### src/rtl/lcd_pkg.sv
// Shared types and constants for the LCD 8080-style write-bus arbiter.
package lcd_pkg;

  typedef enum logic [1:0] {
    ST_IDLE  = 2'd0,
    ST_SETUP = 2'd1,
    ST_WR_LO = 2'd2,
    ST_WR_HI = 2'd3
  } lcd_state_e;

  localparam logic RS_CMD    = 1'b0;
  localparam logic RS_DATA   = 1'b1;

  localparam logic PORT_INIT = 1'b0;
  localparam logic PORT_HOST = 1'b1;

  // Largest of the three phase lengths, used to size the phase counter.
  function automatic int max3(input int a, input int b, input int c);
    int m;
    m = (a > b) ? a : b;
    return (m > c) ? m : c;
  endfunction

endpackage

### src/rtl/lcd_wr_timer.sv
// Loadable down-counter that times one strobe phase; phase_done is high on the
// last cycle of the phase (counter at zero). Holds at zero instead of wrapping.
module lcd_wr_timer #(
  parameter int CNT_W = 2
) (
  input  logic             clk,
  input  logic             rst,
  input  logic             load,
  input  logic [CNT_W-1:0] load_val,
  output logic             phase_done
);

  logic [CNT_W-1:0] cnt_r;

  // Phase counter: reload on state entry, otherwise count down to zero.
  always_ff @(posedge clk) begin
    if (rst) begin
      cnt_r <= {CNT_W{1'b0}};
    end else if (load) begin
      cnt_r <= load_val;
    end else if (cnt_r != {CNT_W{1'b0}}) begin
      cnt_r <= cnt_r - CNT_W'(1'b1);
    end
  end

  assign phase_done = (cnt_r == {CNT_W{1'b0}});

endmodule

### src/rtl/lcd_bus_arbiter.sv
// Two-port arbiter and write-strobe generator for an 8080-style LCD bus.
// Define LCD_ARB_BURST_EN to let the owning port chain beats without an IDLE gap.
module lcd_bus_arbiter
  import lcd_pkg::*;
#(
  parameter int DATA_WIDTH = 16,
  parameter int SETUP_CYC  = 1,
  parameter int WR_LO_CYC  = 2,
  parameter int WR_HI_CYC  = 2
) (
  input  logic                  clk,
  input  logic                  rst,
  input  logic                  req0_valid,
  input  logic                  req0_rs,
  input  logic [DATA_WIDTH-1:0] req0_data,
  output logic                  req0_ready,
  input  logic                  req1_valid,
  input  logic                  req1_rs,
  input  logic [DATA_WIDTH-1:0] req1_data,
  output logic                  req1_ready,
  input  logic                  init_done,
  output logic                  busy,
  output logic                  LCD_CS,
  output logic                  LCD_RS,
  output logic                  LCD_WR,
  output logic [DATA_WIDTH-1:0] LCD_DATA
);

  localparam int CNT_W = $clog2(max3(SETUP_CYC, WR_LO_CYC, WR_HI_CYC) + 1);
  localparam logic [CNT_W-1:0] SETUP_LD = CNT_W'(SETUP_CYC - 1);
  localparam logic [CNT_W-1:0] WR_LO_LD = CNT_W'(WR_LO_CYC - 1);
  localparam logic [CNT_W-1:0] WR_HI_LD = CNT_W'(WR_HI_CYC - 1);

  lcd_state_e            state_r;
  logic                  cs_r;
  logic                  wr_r;
  logic                  rs_r;
  logic [DATA_WIDTH-1:0] data_r;
  logic                  busy_r;
  logic                  rr_r;

  logic                  grant0_s;
  logic                  grant1_s;
  logic                  burst0_s;
  logic                  burst1_s;
  logic                  accept0_s;
  logic                  accept1_s;
  logic                  accept_s;
  logic                  sel_port_s;
  logic                  sel_rs_s;
  logic [DATA_WIDTH-1:0] sel_data_s;
  logic                  load_s;
  logic [CNT_W-1:0]      load_val_s;
  logic                  phase_done_s;

  // Arbitration: host is locked out until init completes; ties go to rr_r.
  always_comb begin
    grant0_s = 1'b0;
    grant1_s = 1'b0;
    if (req0_valid && req1_valid && init_done) begin
      grant0_s = (rr_r == PORT_INIT);
      grant1_s = (rr_r == PORT_HOST);
    end else if (req0_valid) begin
      grant0_s = 1'b1;
    end else if (req1_valid && init_done) begin
      grant1_s = 1'b1;
    end else begin
      grant0_s = 1'b0;
      grant1_s = 1'b0;
    end
  end

`ifdef LCD_ARB_BURST_EN
  logic owner_r;

  assign burst0_s = (state_r == ST_WR_HI) && phase_done_s && (owner_r == PORT_INIT) && req0_valid;
  assign burst1_s = (state_r == ST_WR_HI) && phase_done_s && (owner_r == PORT_HOST) &&
                    req1_valid && init_done;
`else
  assign burst0_s = 1'b0;
  assign burst1_s = 1'b0;
`endif

  assign accept0_s  = ((state_r == ST_IDLE) && grant0_s) || burst0_s;
  assign accept1_s  = ((state_r == ST_IDLE) && grant1_s) || burst1_s;
  assign accept_s   = accept0_s || accept1_s;
  assign req0_ready = accept0_s;
  assign req1_ready = accept1_s;

  // Beat mux: pick the accepted port's payload.
  always_comb begin
    sel_port_s = PORT_INIT;
    sel_rs_s   = req0_rs;
    sel_data_s = req0_data;
    if (accept1_s) begin
      sel_port_s = PORT_HOST;
      sel_rs_s   = req1_rs;
      sel_data_s = req1_data;
    end else begin
      sel_port_s = PORT_INIT;
      sel_rs_s   = req0_rs;
      sel_data_s = req0_data;
    end
  end

  // Timer reload on every state entry.
  always_comb begin
    load_s     = 1'b0;
    load_val_s = {CNT_W{1'b0}};
    case (state_r)
      ST_IDLE, ST_WR_HI: begin
        if (accept_s) begin
          load_s     = 1'b1;
          load_val_s = SETUP_LD;
        end else begin
          load_s     = 1'b0;
        end
      end
      ST_SETUP: begin
        if (phase_done_s) begin
          load_s     = 1'b1;
          load_val_s = WR_LO_LD;
        end else begin
          load_s     = 1'b0;
        end
      end
      ST_WR_LO: begin
        if (phase_done_s) begin
          load_s     = 1'b1;
          load_val_s = WR_HI_LD;
        end else begin
          load_s     = 1'b0;
        end
      end
      default: begin
        load_s     = 1'b0;
        load_val_s = {CNT_W{1'b0}};
      end
    endcase
  end

  lcd_wr_timer #(
    .CNT_W(CNT_W)
  ) u_timer (
    .clk       (clk),
    .rst       (rst),
    .load      (load_s),
    .load_val  (load_val_s),
    .phase_done(phase_done_s)
  );

  // Bus FSM with registered pad outputs.
  always_ff @(posedge clk) begin
    if (rst) begin
      state_r <= ST_IDLE;
      cs_r    <= 1'b1;
      wr_r    <= 1'b1;
      rs_r    <= RS_CMD;
      data_r  <= {DATA_WIDTH{1'b0}};
      busy_r  <= 1'b0;
      rr_r    <= PORT_INIT;
`ifdef LCD_ARB_BURST_EN
      owner_r <= PORT_INIT;
`endif
    end else begin
      case (state_r)
        ST_IDLE: begin
          if (accept_s) begin
            state_r <= ST_SETUP;
            cs_r    <= 1'b0;
            busy_r  <= 1'b1;
            rs_r    <= sel_rs_s;
            data_r  <= sel_data_s;
            rr_r    <= ~sel_port_s;
`ifdef LCD_ARB_BURST_EN
            owner_r <= sel_port_s;
`endif
          end
        end
        ST_SETUP: begin
          if (phase_done_s) begin
            state_r <= ST_WR_LO;
            wr_r    <= 1'b0;
          end
        end
        ST_WR_LO: begin
          if (phase_done_s) begin
            state_r <= ST_WR_HI;
            wr_r    <= 1'b1;
          end
        end
        ST_WR_HI: begin
          // A burst accept only happens here on the last WR_HI cycle; CS stays low.
          if (accept_s) begin
            state_r <= ST_SETUP;
            rs_r    <= sel_rs_s;
            data_r  <= sel_data_s;
            rr_r    <= ~sel_port_s;
          end else if (phase_done_s) begin
            state_r <= ST_IDLE;
            cs_r    <= 1'b1;
            busy_r  <= 1'b0;
            rs_r    <= RS_CMD;
            data_r  <= {DATA_WIDTH{1'b0}};
          end
        end
        default: begin
          state_r <= ST_IDLE;
          cs_r    <= 1'b1;
          wr_r    <= 1'b1;
          busy_r  <= 1'b0;
        end
      endcase
    end
  end

  assign LCD_CS   = cs_r;
  assign LCD_WR   = wr_r;
  assign LCD_RS   = rs_r;
  assign LCD_DATA = data_r;
  assign busy     = busy_r;

endmodule

### config.mk
export PLATFORM = sky130hd
export DESIGN_NAME = lcd_bus_arbiter
export DESIGN_NICKNAME = d
export VERILOG_FILES = /design/src/rtl/lcd_pkg.sv /design/src/rtl/lcd_wr_timer.sv /design/src/rtl/lcd_bus_arbiter.sv
export SDC_FILE = /design/constraint.sdc
export NUM_CORES = 1
export LEC_CHECK = 0
export CORE_MARGIN = 2
export CORE_UTILIZATION = 40
export DETAILED_ROUTE_END_ITERATION = 10
export PLACE_DENSITY = 0.9
export SLEW_MARGIN = 20
export SYNTH_ARGS = -nofsm -noshare
export SYNTH_HDL_FRONTEND = slang
export SYNTH_SLANG_ARGS = --single-unit
export TNS_END_PERCENT = 20
### constraint.sdc
create_clock -name clk -period 2 [get_ports clk]
set_clock_uncertainty 0.2 [all_clocks]
set_input_delay 0.2 -clock clk [delete_from_list [all_inputs] [get_ports clk]]
set_output_delay 0.2 -clock clk [all_outputs]
set_load 0.005 [all_outputs]
# == Yosys cells after proc, flatten, opt, wreduce, memory -nomap -nowiden ==
# Index checks and enable logic that the tools add are counted.
# word_totals
reg_bits,25
out_inout_bits,22
word_cells,76
# classes
addsub,1
eq_ne,9
muxes,37
bitwise_logic,2
n_reduce_logical,19
# ops
op,count
two-way mux 16 bit,4
one-hot mux 16 bit (2 select lines),1
two-way mux 1 bit,18
two-way mux 2 bit,7
"inequality test 2 bit, second input constant",5
one-hot mux 1 bit (2 select lines),5
one-hot mux 2 bit (4 select lines),1
AND reduction 4 bit,2
nonzero test 2 bit,4
AND reduction 3 bit,2
logical AND 1 bit,5
"== test 2 bit, second input constant",2
zero test 2 bit,2
one-hot mux 2 bit (2 select lines),1
OR reduction 2 bit,2
"inequality test 3 bit, second input constant",1
"== test 2 x 1 -> 1 bit, second input constant",1
NOT 1 bit,2
AND reduction 2 bit,1
"subtractor 2 x 1 -> 2 bit, second input constant",1
logical OR 1 bit,1

# == Depth between registers and ports, before layout ==
# Gate-level depths: netlist (run 1).
# depth
word_depth,9
mapped_depth,9

# == By module ==
# Synthesis (run 1) repeated with hierarchy kept, for this count alone.
# hier_totals
hier_cells,117
hier_area_um2,1318.8
# modules_own_cells
module,n_inst,cells_each,area_per_inst_um2,seq_area_each_um2
lcd_bus_arbiter,1,105,1197.4,460.4
lcd_wr_timer,1,12,121.4,40.0

# == Worst setup path after synthesis (run 1) ==
# Ideal clock, no wire load.
# synth_path
path_kind,register to register
startpoint,register state_r[0]
endpoint,register data_r[10] (netlist: LCD_DATA[10])
t_arrival_ns,1.506
t_required_ns,1.730
path_slack_ns,0.224
stages_incl_launch_ff,9
path_buffers,2
period_less_slack_ns,1.776
path_cell_list,dfxtp_1 > inv_1 > ha_1 > buf_6 > nor3b_4 > nor2_2 > a21oi_4 > buf_6 > o2bb2ai_1
# synth_via
elab_chain_len,5
word_cells_on_any_way,13
# synth_rtl
item,line,rtl
from (decl),lcd_bus_arbiter.sv:34,lcd_state_e state_r;
from (signal assigned),lcd_bus_arbiter.sv:155,state_r <= ST_IDLE;
from (signal assigned),lcd_bus_arbiter.sv:169,state_r <= ST_SETUP;
from (signal assigned),lcd_bus_arbiter.sv:182,state_r <= ST_WR_LO;
zero test 2 bit,"lcd_bus_arbiter.sv:84, lcd_bus_arbiter.sv:85, lcd_bus_arbiter.sv:166",
logical AND 1 bit (on tied branches),"lcd_bus_arbiter.sv:85, lcd_bus_arbiter.sv:84",
two-way mux 16 bit / logical OR 1 bit (equally long branches),"lcd_bus_arbiter.sv:95, lcd_bus_arbiter.sv:86",
two-way mux 16 bit (tied with other cells),lcd_bus_arbiter.sv:194,if (accept_s) begin
one-hot mux 16 bit (2 select lines) / AND reduction 3 bit (equally long branches),--,
to (signal assigned),lcd_bus_arbiter.sv:173,data_r <= sel_data_s;
to (signal assigned),lcd_bus_arbiter.sv:197,data_r <= sel_data_s;
to (signal assigned),lcd_bus_arbiter.sv:204,data_r <= {DATA_WIDTH{1'b0}};
to (decl),lcd_bus_arbiter.sv:38,logic [DATA_WIDTH-1:0] data_r;
# Several ways; a longest one is shown, not always the timed one. The select of a mux whose other input is x is not followed.
# A chain may end at the register's enable or synchronous reset.

# == Worst setup path in the final report (run 1) ==
# layout_path
startpoint,register state_r[0]
endpoint,register rs_r (netlist: LCD_RS)
# layout_via
elab_chain_len,5
word_cells_on_any_way,13
# layout_rtl
item,line,rtl
zero test 2 bit,"lcd_bus_arbiter.sv:84, lcd_bus_arbiter.sv:85, lcd_bus_arbiter.sv:166",
logical AND 1 bit (on tied branches),"lcd_bus_arbiter.sv:85, lcd_bus_arbiter.sv:84",
two-way mux 1 bit / logical OR 1 bit (equally long branches),"lcd_bus_arbiter.sv:95, lcd_bus_arbiter.sv:86",
two-way mux 1 bit (tied with other cells),lcd_bus_arbiter.sv:194,
one-hot mux 1 bit (2 select lines) / AND reduction 3 bit (equally long branches),--,
to (signal assigned),lcd_bus_arbiter.sv:172,rs_r <= sel_rs_s;
to (signal assigned),lcd_bus_arbiter.sv:196,rs_r <= sel_rs_s;
to (decl),lcd_bus_arbiter.sv:37,logic rs_r;
# Several ways; a longest one is shown, not always the timed one. The select of a mux whose other input is x is not followed.

==> results.sh, run 1 <==
export IMPL_status="finished, final reports clean"
export IMPL_std_cell_rows=20
export IMPL_start_util_pct=41.4
export IMPL_path_cells="inv_1, ha_2, buf_4, nor3b_4, nor2_2, a21oi_4, buf_12, o2bb2ai_1"
export IMPL_leakage_nw=0.720
export IMPL_io_buffer_count=60
export IMPL_vias_per_cell=5.22
export IMPL_reg2reg_from="state_r[0]"
export IMPL_max_stage_delay_ns=0.39
export IMPL_fin_crit_sh_pct=93.4
export IMPL_die_width_um=59.8
export IMPL_layout_drive_gt1_share_pct=12.2
export IMPL_crit_type="register to register"
export IMPL_hold_path_depth=1
export IMPL_yosys_register_bits=25
export IMPL_firstDrtPassIters=3
export IMPL_io_pins=61
export IMPL_synth_cell_types=28
export IMPL_htree_levels=1
export IMPL_cp_arrival_ns=1.92
export IMPL_fin_hold_ws_ns=0.279
export IMPL_cts_buffers=3
export IMPL_startpoint="state_r[0]"
export IMPL_max_freq_mhz=535
export IMPL_synth_avg_cell_area_um2=10.6
export IMPL_final_nets=225
export IMPL_ys_seq_area_share_pct=40.2
export IMPL_fillCellCount=254
export IMPL_ff_latch_area_um2=503
export IMPL_wirelength_mm=3.03
export IMPL_clk_pin_slew_ns=0.14
export IMPL_final_common_cell="clkdlybuf4s50_1"
export IMPL_root_buffer="clkbuf_4"
export IMPL_synthFlopType="dfxtp_1"
export IMPL_max_vdd_ir_drop_uv=618
export IMPL_wl_per_cell_um=14.2
export IMPL_hp_class="register to register"
export IMPL_die_h_um=59.8
export IMPL_crit_family="flip-flops"
export IMPL_diodes=0
export IMPL_gr_total_overflow=0
export IMPL_numClockSinks=25
export IMPL_min_to="LCD_DATA[15]"
export IMPL_antenna_found_initial=0
export IMPL_syn_num_nets=161
export IMPL_clk_latency_ns=0.31
export IMPL_finalSetupTns_ns=0
export IMPL_gp_congestion=0.859
export IMPL_syn_area_um2=1240
export IMPL_vias=1112
export IMPL_multi_input_area_um2=646
export IMPL_yosysWarningCount=0
export IMPL_most_common_layout_cells="clkdlybuf4s50_1 (58), dfxtp_1 (23), mux2i_1 (18), o2bb2ai_1 (17), inv_1 (9)"
export IMPL_clk_path_buf_depth=2
export IMPL_startpoint_type="register"
export IMPL_crit_required_ns=2.05
export IMPL_report_final_setup_viol=0
export IMPL_core_area_um2=3000
export IMPL_p_per_area_nw_per_um2=1210
export IMPL_first_global_vias=1129
export IMPL_grt_pass1_wl_mm=4.77
export IMPL_hold_viol=0
export IMPL_area_growth_pct=54.5
export IMPL_rsz0062_at_grt="no"
export IMPL_hold_start="LCD_DATA[15]"
export IMPL_grt_max_degree=18
export IMPL_ant_nets=0
export IMPL_dp_hpwl_mm=2.43
export IMPL_async_flop_share_pct=0
export IMPL_worst_pin_slew_ns=0.347
export IMPL_cts_tree="done"
export IMPL_slew_viol_final=0
export IMPL_cap_violations=0
export IMPL_post_cts_buffers=0
export IMPL_syn_inst=117
export IMPL_crit_path_end_kind="register"
export IMPL_die_area_um2=3570
export IMPL_grtUsageTotal_pct=17.1
export IMPL_synth_edf_count=0
export IMPL_r2r_setup_slack_ns=0.13
export IMPL_crit_buf_inv=3
export IMPL_finalCriticalPeriod_ns=1.87
export IMPL_drc_errors=0
export IMPL_slowest_stage="dfxtp_2"
export IMPL_reg2regPathDepth=8
export IMPL_slew_headroom_pct=76.7
export IMPL_cp_max_fo=17
export IMPL_reg2reg_to="LCD_RS"
export IMPL_drtIter0Drc=8
## worst max path at each step
stage          cells past startpoint            to  slack [ns]
3_5_place_dp                       8   LCD_DATA[8]        0.05
3_3_place_gp                       4    req1_ready        0.09
5_1_grt                            5    req1_ready        0.01
2_1_floorplan                      8  LCD_DATA[10]        0.22
6_report                           8        LCD_RS        0.13
4_1_cts                            6    state_r[1]        0.09
## flip-flops by register name (all words and copies together), names as in the netlist
name           count
LCD_CS             1
LCD_DATA          16
LCD_RS             1
LCD_WR             1
busy               1
rr_r               1
state_r            2
u_timer.cnt_r      2
## cell usage after synthesis (all sizes together) (2+ instances only)
master,number,area share [%]
a211oi,2,1.6
dfxtp,25,40
buf,7,6.1
inv,9,2.7
a21oi,8,4.4
o2bb2ai,17,12
nand2,5,1.5
mux2i,18,14
o21ai,3,1.2
ha,5,5.0
nor2,6,2.0
a21o,2,1.2
## cell type report
cell class                 count  share of cell area [%]
sequential                    25                    26.2
tap                           33                    2.15
clock inverter                 1                   0.391
inverter                       9                    1.76
clock buffer                   3                    1.17
timing repair buffer          66                    34.8
multi-input combinational     76                    33.6
## cells by family (layout without fill, tap and decap cells)
kind of cell | count (synthesis) | count (layout) | synth area share (%)
adder cells (fa/ha/maj) | 5 | 5 | 5.03
AND/OR/NAND/NOR | 17 | 17 | 7.95
AO/OA/AOI/OAI | 36 | 36 | 23.4
flip-flops | 25 | 25 | 40.2
multiplexers | 18 | 18 | 14.5
buffers and inverters | 16 | 79 | 8.85
## stage by stage
stage	cell area, um2	util, %	setup WS (ns)	instances	power, mW
2_1_floorplan	1240	-	0.224	117	1.51
4_1_cts	1920	63.9	0.0947	213	2.34
5_1_grt	1920	64.0	0.0140	213	2.50
3_3_place_gp	1880	62.6	0.0943	209	2.03
3_5_place_dp	1880	62.6	0.0480	209	2.09
6_report	1920	64.0	0.132	213	2.33
## power breakdown
group          switching (mW)  leakage (nW)  internal [mW]  total (mW)
sequential              0.128         0.207          0.719       0.846
clock                   0.155        0.0139         0.0761       0.231
combinational           0.531         0.499          0.718        1.25
## layer usage
| metal | vias up | track usage [%] | share of wire [%] |
|---|---|---|---|
| met1 | 512 | 18.1 | 39 |
| met4 | 0 | 6.03 | 1.3 |
| met2 | 41 | 34.0 | 54 |
| met5 | - | 0 | 0 |
| li1 | 555 | - | - |
| met3 | 4 | 1.73 | 5.7 |
## what timing repair did
item	CTS	global route
setup endpoints to repair	2	1
cloned	0	0
gates resized for setup	6	1
hold buffers	0	0
Note: power is estimated with default switching activity, not from simulation.
==> run 2, diff against run 1 <==
Settings changed: TNS_END_PERCENT 20 to 5.
==> results of run 2 <==
No change in the layout: final DEF, timing and power equal those of run 1.
